==> src/rtl/capture_sequencer.sv <==
// Capture RAM sequencer: circular recording, arm-triggered freeze, then byte-wise dump of the buffer to acia_tx.
// Optional build macro CAPSEQ_HEADER_EN prepends sync bytes 0xA5, 0x5A and POST_WORDS[7:0] to every dump.
module capture_sequencer #(
    parameter int unsigned AW         = 8,
    parameter int unsigned POST_WORDS = 128
) (
    input  logic          clk,
    input  logic          rst,
    input  logic          word_stb,
    input  logic          arm,
    input  logic          tx_busy,
    input  logic [15:0]   ram_rdata,
    output logic [AW-1:0] ram_waddr,
    output logic          ram_we,
    output logic [AW-1:0] ram_raddr,
    output logic          tx_start,
    output logic [7:0]    tx_dat,
    output logic          capturing,
    output logic          dumping
);

    localparam int unsigned CW = AW + 1;

    typedef enum logic [3:0] {
        S_REC,
        S_POST,
        S_DUMP_RD,
        S_DUMP_LO,
        S_DUMP_HI,
        S_WAIT_LO,
        S_WAIT_HI
`ifdef CAPSEQ_HEADER_EN
        ,
        S_HDR0,
        S_HDR1,
        S_HDR2,
        S_WAIT_HDR
`endif
    } state_t;

    state_t          state;
    logic [AW-1:0]   wr_ptr;
    logic [CW-1:0]   post_cnt;
    logic [AW-1:0]   rd_cnt;
    logic [15:0]     word;
    logic            rd_wait;
    logic            wait_skip;
    logic            arm_q;
    logic            arm_rise;
`ifdef CAPSEQ_HEADER_EN
    state_t          hdr_next;
`endif

    assign ram_we    = word_stb & capturing;
    assign ram_waddr = wr_ptr;
    assign arm_rise  = arm & ~arm_q;

    always_ff @(posedge clk or posedge rst) begin
        if (rst) begin
            state     <= S_REC;
            wr_ptr    <= '0;
            post_cnt  <= '0;
            rd_cnt    <= '0;
            word      <= '0;
            rd_wait   <= 1'b0;
            wait_skip <= 1'b0;
            arm_q     <= 1'b0;
            ram_raddr <= '0;
            tx_start  <= 1'b0;
            tx_dat    <= '0;
            capturing <= 1'b1;
            dumping   <= 1'b0;
`ifdef CAPSEQ_HEADER_EN
            hdr_next  <= S_HDR0;
`endif
        end else begin
            tx_start <= 1'b0;
            arm_q    <= arm;
            if (ram_we) begin
                wr_ptr <= wr_ptr + AW'(1);
            end

            case (state)
                S_REC: begin
                    if (arm_rise) begin
                        post_cnt <= CW'(POST_WORDS);
                        state    <= S_POST;
                    end
                end

                S_POST: begin
                    if (ram_we) begin
                        post_cnt <= post_cnt - CW'(1);
                        // Last post-trigger write: the slot after it holds the oldest word.
                        if (post_cnt == CW'(1)) begin
                            capturing <= 1'b0;
                            dumping   <= 1'b1;
                            ram_raddr <= wr_ptr + AW'(1);
                            rd_cnt    <= '0;
                            rd_wait   <= 1'b0;
`ifdef CAPSEQ_HEADER_EN
                            state     <= S_HDR0;
`else
                            state     <= S_DUMP_RD;
`endif
                        end
                    end
                end

`ifdef CAPSEQ_HEADER_EN
                S_HDR0, S_HDR1, S_HDR2: begin
                    if (!tx_busy) begin
                        tx_start  <= 1'b1;
                        wait_skip <= 1'b1;
                        state     <= S_WAIT_HDR;
                        if (state == S_HDR0) begin
                            tx_dat   <= 8'hA5;
                            hdr_next <= S_HDR1;
                        end else if (state == S_HDR1) begin
                            tx_dat   <= 8'h5A;
                            hdr_next <= S_HDR2;
                        end else begin
                            tx_dat   <= 8'(POST_WORDS);
                            hdr_next <= S_DUMP_RD;
                        end
                    end
                end

                S_WAIT_HDR: begin
                    if (wait_skip) begin
                        wait_skip <= 1'b0;
                    end else if (!tx_busy) begin
                        state <= hdr_next;
                    end
                end
`endif

                // Address registered on entry; RAM samples it one edge later, data valid the edge after.
                S_DUMP_RD: begin
                    if (!rd_wait) begin
                        rd_wait <= 1'b1;
                    end else begin
                        rd_wait <= 1'b0;
                        word    <= ram_rdata;
                        state   <= S_DUMP_LO;
                    end
                end

                S_DUMP_LO: begin
                    if (!tx_busy) begin
                        tx_dat    <= word[7:0];
                        tx_start  <= 1'b1;
                        wait_skip <= 1'b1;
                        state     <= S_WAIT_LO;
                    end
                end

                S_DUMP_HI: begin
                    if (!tx_busy) begin
                        tx_dat    <= word[15:8];
                        tx_start  <= 1'b1;
                        wait_skip <= 1'b1;
                        state     <= S_WAIT_HI;
                    end
                end

                S_WAIT_LO: begin
                    if (wait_skip) begin
                        wait_skip <= 1'b0;
                    end else if (!tx_busy) begin
                        state <= S_DUMP_HI;
                    end
                end

                S_WAIT_HI: begin
                    if (wait_skip) begin
                        wait_skip <= 1'b0;
                    end else if (!tx_busy) begin
                        ram_raddr <= ram_raddr + AW'(1);
                        rd_cnt    <= rd_cnt + AW'(1);
                        if (&rd_cnt) begin
                            capturing <= 1'b1;
                            dumping   <= 1'b0;
                            state     <= S_REC;
                        end else begin
                            state <= S_DUMP_RD;
                        end
                    end
                end

                default: begin
                    state <= S_REC;
                end
            endcase
        end
    end

endmodule
==> config.mk <==
export PLATFORM = sky130hd
export DESIGN_NAME = capture_sequencer
export DESIGN_NICKNAME = d
export VERILOG_FILES = /design/src/rtl/capture_sequencer.sv
export SDC_FILE = /design/constraint.sdc
export NUM_CORES = 1
export LEC_CHECK = 0
export CORE_AREA = 8 8 86 88
export CTS_CLUSTER_DIAMETER = 150
export CTS_CLUSTER_SIZE = 25
export DETAILED_ROUTE_END_ITERATION = 8
export DIE_AREA = 0 0 94 96
export PLACE_DENSITY_LB_ADDON = 0.05
export SETUP_SLACK_MARGIN = 0.1
export SYNTH_ARGS = -nofsm -noshare
export SYNTH_HDL_FRONTEND = slang
export SYNTH_SLANG_ARGS = --single-unit
==> constraint.sdc <==
create_clock -name clk -period 3.15 [get_ports clk]
set_input_delay 0.63 -clock clk [delete_from_list [all_inputs] [get_ports clk]]
set_output_delay 0.63 -clock clk [all_outputs]
set_load 0.01 [all_outputs]
==> run summary, run 1 <==
Post-CTS Repair Setup Buffers = 0
Number of cells produced by synthesis = 307
Transition time at the pin with the least slew margin = 0.723 ns
Internal power = 2.14 mW
Type of the tightest min-delay check = flop to flop
Share of final-layout standard cells stronger than drive strength 1 = 13.9%
Unrepaired setup endpoints after global routing = false
Peak supply drop = 499 uV
Worst Slack Setup Final = 0.635 ns
Worst hold path startpoint = word[6]
Average footprint of a synthesized cell = 10.4 sq um
Start-to-end type of the worst setup path = input pin to output pin
Fraction of registers with async set or reset after synthesis = 100%
Maximum fanout along the worst path = 4
Crit path launch = word_stb
Starting density of the core = 52.4%
Synth top area cells = dfrtp_1 (51%), mux2_2 (5.6%), xor2_1 (4.4%)
Share of total power in combinational logic = 32.7%
Final setup vio count = 0
Detail Placement HPWL = 5.12 mm
Number of design rule violations left after detail routing = 0
Final clock skew = 0.0113 ns
Insertion delay of the later-clocked pin in the worst-skew pair = 0.35 ns
Layout-stage area growth over the synthesis result = 25.8%
Total global routing overflow = 0
Total leakage power = 1.72 nW
Sum of negative setup slack = 0 ns
Total Power Consumption = 3.26 mW
Post-synth cell types = 53
Most numerous cell types in the synthesized netlist = dfrtp_1 (65), nor2_1 (33), nand2_1 (25)
Result of the run = finished clean
Crit-path max cell delay = 0.58 ns
Number of antenna diodes = 0
Remaining number of nets flagged by the antenna check after routing = 0
Main flop type after synthesis = dfrtp_1
Post-DR vias/cell = 5.61
Quantity of I/O buffers inserted on ports = 48
Clock group share of total power = 24.9%
Number of antenna violations at the first check in global routing = 0
Critical path endpoint category = output pin
Share of synthesized area occupied by flip-flops and latches = 51.7%
Required @ worst endpoint = 2.52 ns
Cells along the critical path = clkdlybuf4s50_1 -> nand2_1 -> inv_1 -> clkdlybuf4s50_1
Hold violation count in the final report = 0
Final Max Tran Viols = 0
Total CTS buffers = 9
Headroom to the max-slew limit = 51.7%
Worst slack at placement = 0.576 ns
Most frequent cell after synthesis = dfrtp_1
Number of nets in the finished design = 388
Post-synthesis register bit count = 66
Floorplan Core Area = 6100 sq um
Max Clock Freq = 398 MHz
Net switching power = 1.12 mW
H-Tree Depth = 3
Number of warnings reported in the yosys synthesis log = 0
Max Cap Viol = 0
Total Routing Usage GR = 17.8%
Resized Gates After CTS = 0
Overall die height = 96 um
Total length of routed wires = 7.33 mm
Number of placed I/O pins = 49
Area of the mapped netlist = 3200 sq um
Portion of total power attributed to sequential cells = 42.4%
Crit-path most repeated cell = clkdlybuf4s50_1
Clock tree from TritonCTS = yes
Crit path arrival time = 1.89 ns
Post-synth EDFFs = 0
Area of the die = 9020 sq um
Switching portion of total power = 34.3%
Buffers from clock root to sink, at most = 2
Startpoint class of the critical path = input pin
Last weighted congestion value of the routability-driven placer = 0.873
Largest area contributor in the netlist = dfrtp_1
Family with the most delay on the worst path = buffers and inverters
Shortest clock period the worst path allows after layout = 2.52 ns
Portion of the clock cycle consumed by the worst path in the final layout = 79.8%
First-pass GRT wire length = 12.6 mm
Share of Yosys cell area claimed by the top area cell type = 50.9%
Number of hold buffers added after CTS = 0
Initial DRC Count = 106
Clock slew seen by the registers of the worst setup and hold paths = 0.07 ns
Clock Sinks = 66
Length of the first detailed-routing pass in iterations = 4
WP buf/inv = 3
Maximum number of pins on one net before global-route repair = 36
Pwr dens = 810 nW/um^2
Count of standard-cell rows = 29
Routed wire length per instance = 16.5 um
Startpoint of the most critical register-to-register path = state[1]
Die width = 94 um
Total nets after synthesis = 333
Total vias in the final route = 2490
Root Buffer = clkbuf_8
Slowest cell on crit path = clkdlybuf4s50_1
Via count of the first global-routing pass = 2613
cell families after synthesis:
logic type / synth area share, %
buffers and inverters: 2.70
DFF: 51.7
adders and majority gates: 1.96
and+or+nand+nor: 16.8
muxes: 8.49
xor gates and xnor gates: 6.03
AOI/OAI and AO/OA: 12.3
per-stage QoR:
stage                     hold slack [ns]  cell area, sq um  util, %  instances
after floorplan                     0.457              3200        -        307
after global placement              0.469              3790     62.2        428
after detailed placement            0.479              3790     62.2        428
after CTS                           0.497              4020     65.9        444
after global routing                0.528              4020     65.9        444
final                               0.494              4020     65.9        444
power by group through the flow:
stage               registers (mW)  clock network, mW  logic (mW)
floorplan                     1.34                  0       0.709
global placement              1.38                  0        1.05
detailed placement            1.39                  0        1.07
CTS                           1.38              0.827        1.08
global route                  1.43              0.866        1.19
finish                        1.38              0.811        1.06
registers in the layout, indices dropped and copies added, names as in the netlist:
| signal | count |
|---|---|
| word | 16 |
| post_cnt | 9 |
| ram_raddr | 8 |
| ram_waddr | 8 |
| rd_cnt | 8 |
| tx_dat | 8 |
| state | 3 |
| arm_q | 1 |
| capturing | 1 |
| dumping | 1 |
| rd_wait | 1 |
| tx_start | 1 |
| wait_skip | 1 |
layout make-up:
class,instances,area (sq um)
multi-input combinational,221,1460
clock buffer,9,124
timing repair buffer,57,561
inverter,7,26.3
clock inverter,7,103
tap,77,96.3
sequential,66,1650
fill,487,2080
layout by cell type (no fill, tap or decap), types with 3 or more instances in the layout:
cell,netlist,final
a21oi_1,20,20
buf_4,0,8
and2_1,3,3
nor3_1,7,7
xnor2_1,6,6
xor2_1,16,16
o31ai_1,3,3
nand3_1,10,10
nand2_1,25,25
mux2_2,16,16
ha_1,5,5
clkbuf_8,0,9
clkinv_4,0,3
dfrtp_1,65,65
inv_1,7,6
mux2i_1,8,8
o21ai_0,20,20
nand4_1,7,7
clkdlybuf4s50_1,0,48
nor2_1,33,33
metal layers:
| metal | GRT usage [%] | part of all wire, % |
|---|---|---|
| met2 | 28.4 | 48 |
| met4 | 11.1 | 3.4 |
| met1 | 21.6 | 44 |
| met3 | 4.13 | 5.0 |
| met5 | 0 | 0 |
worst paths after layout:
check | cells after the start | endpoint | slack (ns)
min in group asynchronous | 2 | word[9] | 0.71
worst max register to register | 6 | rd_cnt[6] | 0.85
worst min-delay path | 1 | word[6] | 0.49
worst min register to register | 1 | word[6] | 0.49
worst max-delay path | 4 | ram_we | 0.63
max in group asynchronous | 3 | capturing | 1.73
No activity file was read; power rests on OpenSTA's default activity.
==> run 2, diff against run 1 <==
- clock period: 3.15 -> 2.4 ns (I/O delays scaled with it)
==> run summary, run 2 (synthesized netlist as in run 1, its figures left out) <==
Insertion delay of the later-clocked pin in the worst-skew pair = 0.34 ns (about the same)
Most used cells in the layout excluding fill and tap cells = dfrtp_1 (65), clkdlybuf4s50_1 (48), nor2_1 (33)
Area of the die = 9020 sq um (unchanged)
Total global routing overflow = 0 (unchanged)
Critical path endpoint category = output pin
H-Tree Depth = 3 (unchanged)
Sum of negative setup slack = 0 ns (unchanged)
Number of placed I/O pins = 49 (unchanged)
First-pass GRT wire length = 11.6 mm (-7.7%)
Leading cell type in the layout, fill and taps excluded = dfrtp_1
Worst Slack Setup Final = 0.236 ns (-0.399 ns)
Remaining number of nets flagged by the antenna check after routing = 0 (unchanged)
Clock group share of total power = 21.8% (-3.1 points)
Floorplan Core Area = 6100 sq um (unchanged)
Worst slack at placement = 0.0109 ns (-0.566 ns)
Headroom to the max-slew limit = 69.3% (+18 points)
Portion of the clock cycle consumed by the worst path in the final layout = 90.2%
Total length of routed wires = 7.07 mm (-3.5%)
Reg-to-reg setup timing slack = 0.38 ns (-0.47 ns)
Routed wire length per instance = 15.5 um (-5.8%)
Result of the run = finished clean
Internal power = 2.79 mW (+30%)
Clock tree from TritonCTS = yes
Length of the first detailed-routing pass in iterations = 4 (unchanged)
Required @ worst endpoint = 1.92 ns (-0.60 ns)
Startpoint class of the critical path = input pin
Peak supply drop = 749 uV (+50%)
Shortest clock period the worst path allows after layout = 2.16 ns
Root Buffer = clkbuf_8
Final Max Tran Viols = 0 (unchanged)
Net switching power = 1.40 mW (+26%)
Share of total power in combinational logic = 35.8% (+3.1 points)
Detail Placement HPWL = 5.22 mm (+1.9%)
Post-DR vias/cell = 5.43 (-3.1%)
Final clock skew = 0.00794 ns (-0.00335 ns)
Pwr dens = 1030 nW/um^2 (+27%)
Total vias in the final route = 2472 (-0.72%)
Max reg flops = 16 (unchanged)
Switching portion of total power = 33.5% (-0.79 points)
Final setup vio count = 0 (unchanged)
Post-CTS Repair Setup Buffers = 0 (unchanged)
Start-to-end type of the worst setup path = input pin to output pin
Starting density of the core = 52.4% (unchanged)
Layout-stage area growth over the synthesis result = 27.9%
Die width = 94 um (unchanged)
Number of hold buffers added after CTS = 0 (unchanged)
Reg with most FFs = word
Count of standard-cell rows = 29 (unchanged)
Max Cap Viol = 0 (unchanged)
Resized Gates After CTS = 0 (unchanged)
Number of antenna violations at the first check in global routing = 0 (unchanged)
Via count of the first global-routing pass = 2471 (-5.4%)
Total CTS buffers = 9 (unchanged)
Last weighted congestion value of the routability-driven placer = 0.806 (-7.7%)
Clock Sinks = 66 (unchanged)
Type of the tightest min-delay check = input pin to async pin
Total leakage power = 1.77 nW (+2.8%)
Portion of total power attributed to sequential cells = 42.4% (about the same)
Share of final-layout standard cells stronger than drive strength 1 = 16.4% (+2.5 points)
Overall die height = 96 um (unchanged)
Hold violation count in the final report = 0 (unchanged)
Number of antenna diodes = 0 (unchanged)
Largest regs = word x16, post_cnt x9
Maximum number of pins on one net before global-route repair = 29 (-19%)
Number of design rule violations left after detail routing = 0 (unchanged)
Max Clock Freq = 462 MHz
Crit path arrival time = 1.68 ns (-0.21 ns)
Total Routing Usage GR = 16.5% (-1.4 points)
Maximum fanout along the worst path = 3 (-1)
Transition time at the pin with the least slew margin = 0.460 ns (-0.263 ns)
Buffers from clock root to sink, at most = 2 (unchanged)
Quantity of I/O buffers inserted on ports = 48 (unchanged)
Number of nets in the finished design = 400 (+3.1%)
Initial DRC Count = 68 (-36%)
Clock slew seen by the registers of the worst setup and hold paths = 0.07 ns (about the same)
Unrepaired setup endpoints after global routing = false
==> run 2: cell count changes in the layout (fill, tap and decap cells not counted) <==
| cell | change |
|---|---|
| clkinv_4 | -3 |
| buf_4 | +11 |
| clkinv_2 | +2 |
| clkbuf_8 | +1 |
| buf_12 | +1 |
| clkinvlp_4 | +1 |
| inv_6 | -1 |
| bufinv_16 | -1 |
==> run 2: power groups by stage <==
stage | clock network [mW] | registers [mW] | logic [mW]
6_report | 0.913 | 1.78 | 1.50
5_1_grt | 0.987 | 1.82 | 1.67
4_1_cts | 0.934 | 1.78 | 1.52
3_5_place_dp | 0 | 1.80 | 1.51
3_3_place_gp | 0 | 1.78 | 1.49
2_1_floorplan | 0 | 1.76 | 0.931
==> run 2: per-stage QoR <==
stage | area, sq um | utilization [%] | instances | power, mW | hold slack (ns)
floorplan | 3200 | - | 307 | 2.70 | 0.457
global placement | 3900 | 63.9 | 440 | 3.26 | 0.468
detailed placement | 3900 | 63.9 | 440 | 3.31 | 0.475
CTS | 4090 | 67.1 | 455 | 4.23 | 0.481
global route | 4090 | 67.1 | 455 | 4.47 | 0.507
finish | 4090 | 67.1 | 455 | 4.20 | 0.474
==> run 2: worst paths after layout <==
check | startpoint | end | cells past startpoint
setup / recovery | word_stb | ram_we | 4
hold / removal | rst | word[10] | 2
setup reg to reg | state[1] | post_cnt[6] | 5
hold reg to reg | word[6] | word[6] | 1
max in group asynchronous | rst | rd_cnt[6] | 3
min in group clk | word[6] | word[6] | 1
==> run 2: area by class of cell <==
class | instances | area [sq um]
Timing Repair Buffer | 69 | 663
Clock buffer | 10 | 138
Inverter | 7 | 26.3
Fill cell | 476 | 2010
Sequential cell | 66 | 1650
Multi-Input combinational cell | 221 | 1460
Tap cell | 77 | 96.3
Clock inverter | 5 | 55.1
==> run 2: metal layers <==
layer | vias to the layer above | part of all wire [%] | GRT usage, %
met5 | - | 0 | 0
met4 | 0 | 1.7 | 7.53
met3 | 10 | 5.1 | 4.37
met2 | 51 | 49 | 27.8
met1 | 1180 | 44 | 19.3
li1 | 1231 | - | -
==> run 2: worst max-delay path, cell delays in order <==
cell and delay [ns]:
clkdlybuf4s50_1 0.45, nand2_1 0.07, inv_1 0.13, clkdlybuf4s50_1 0.56
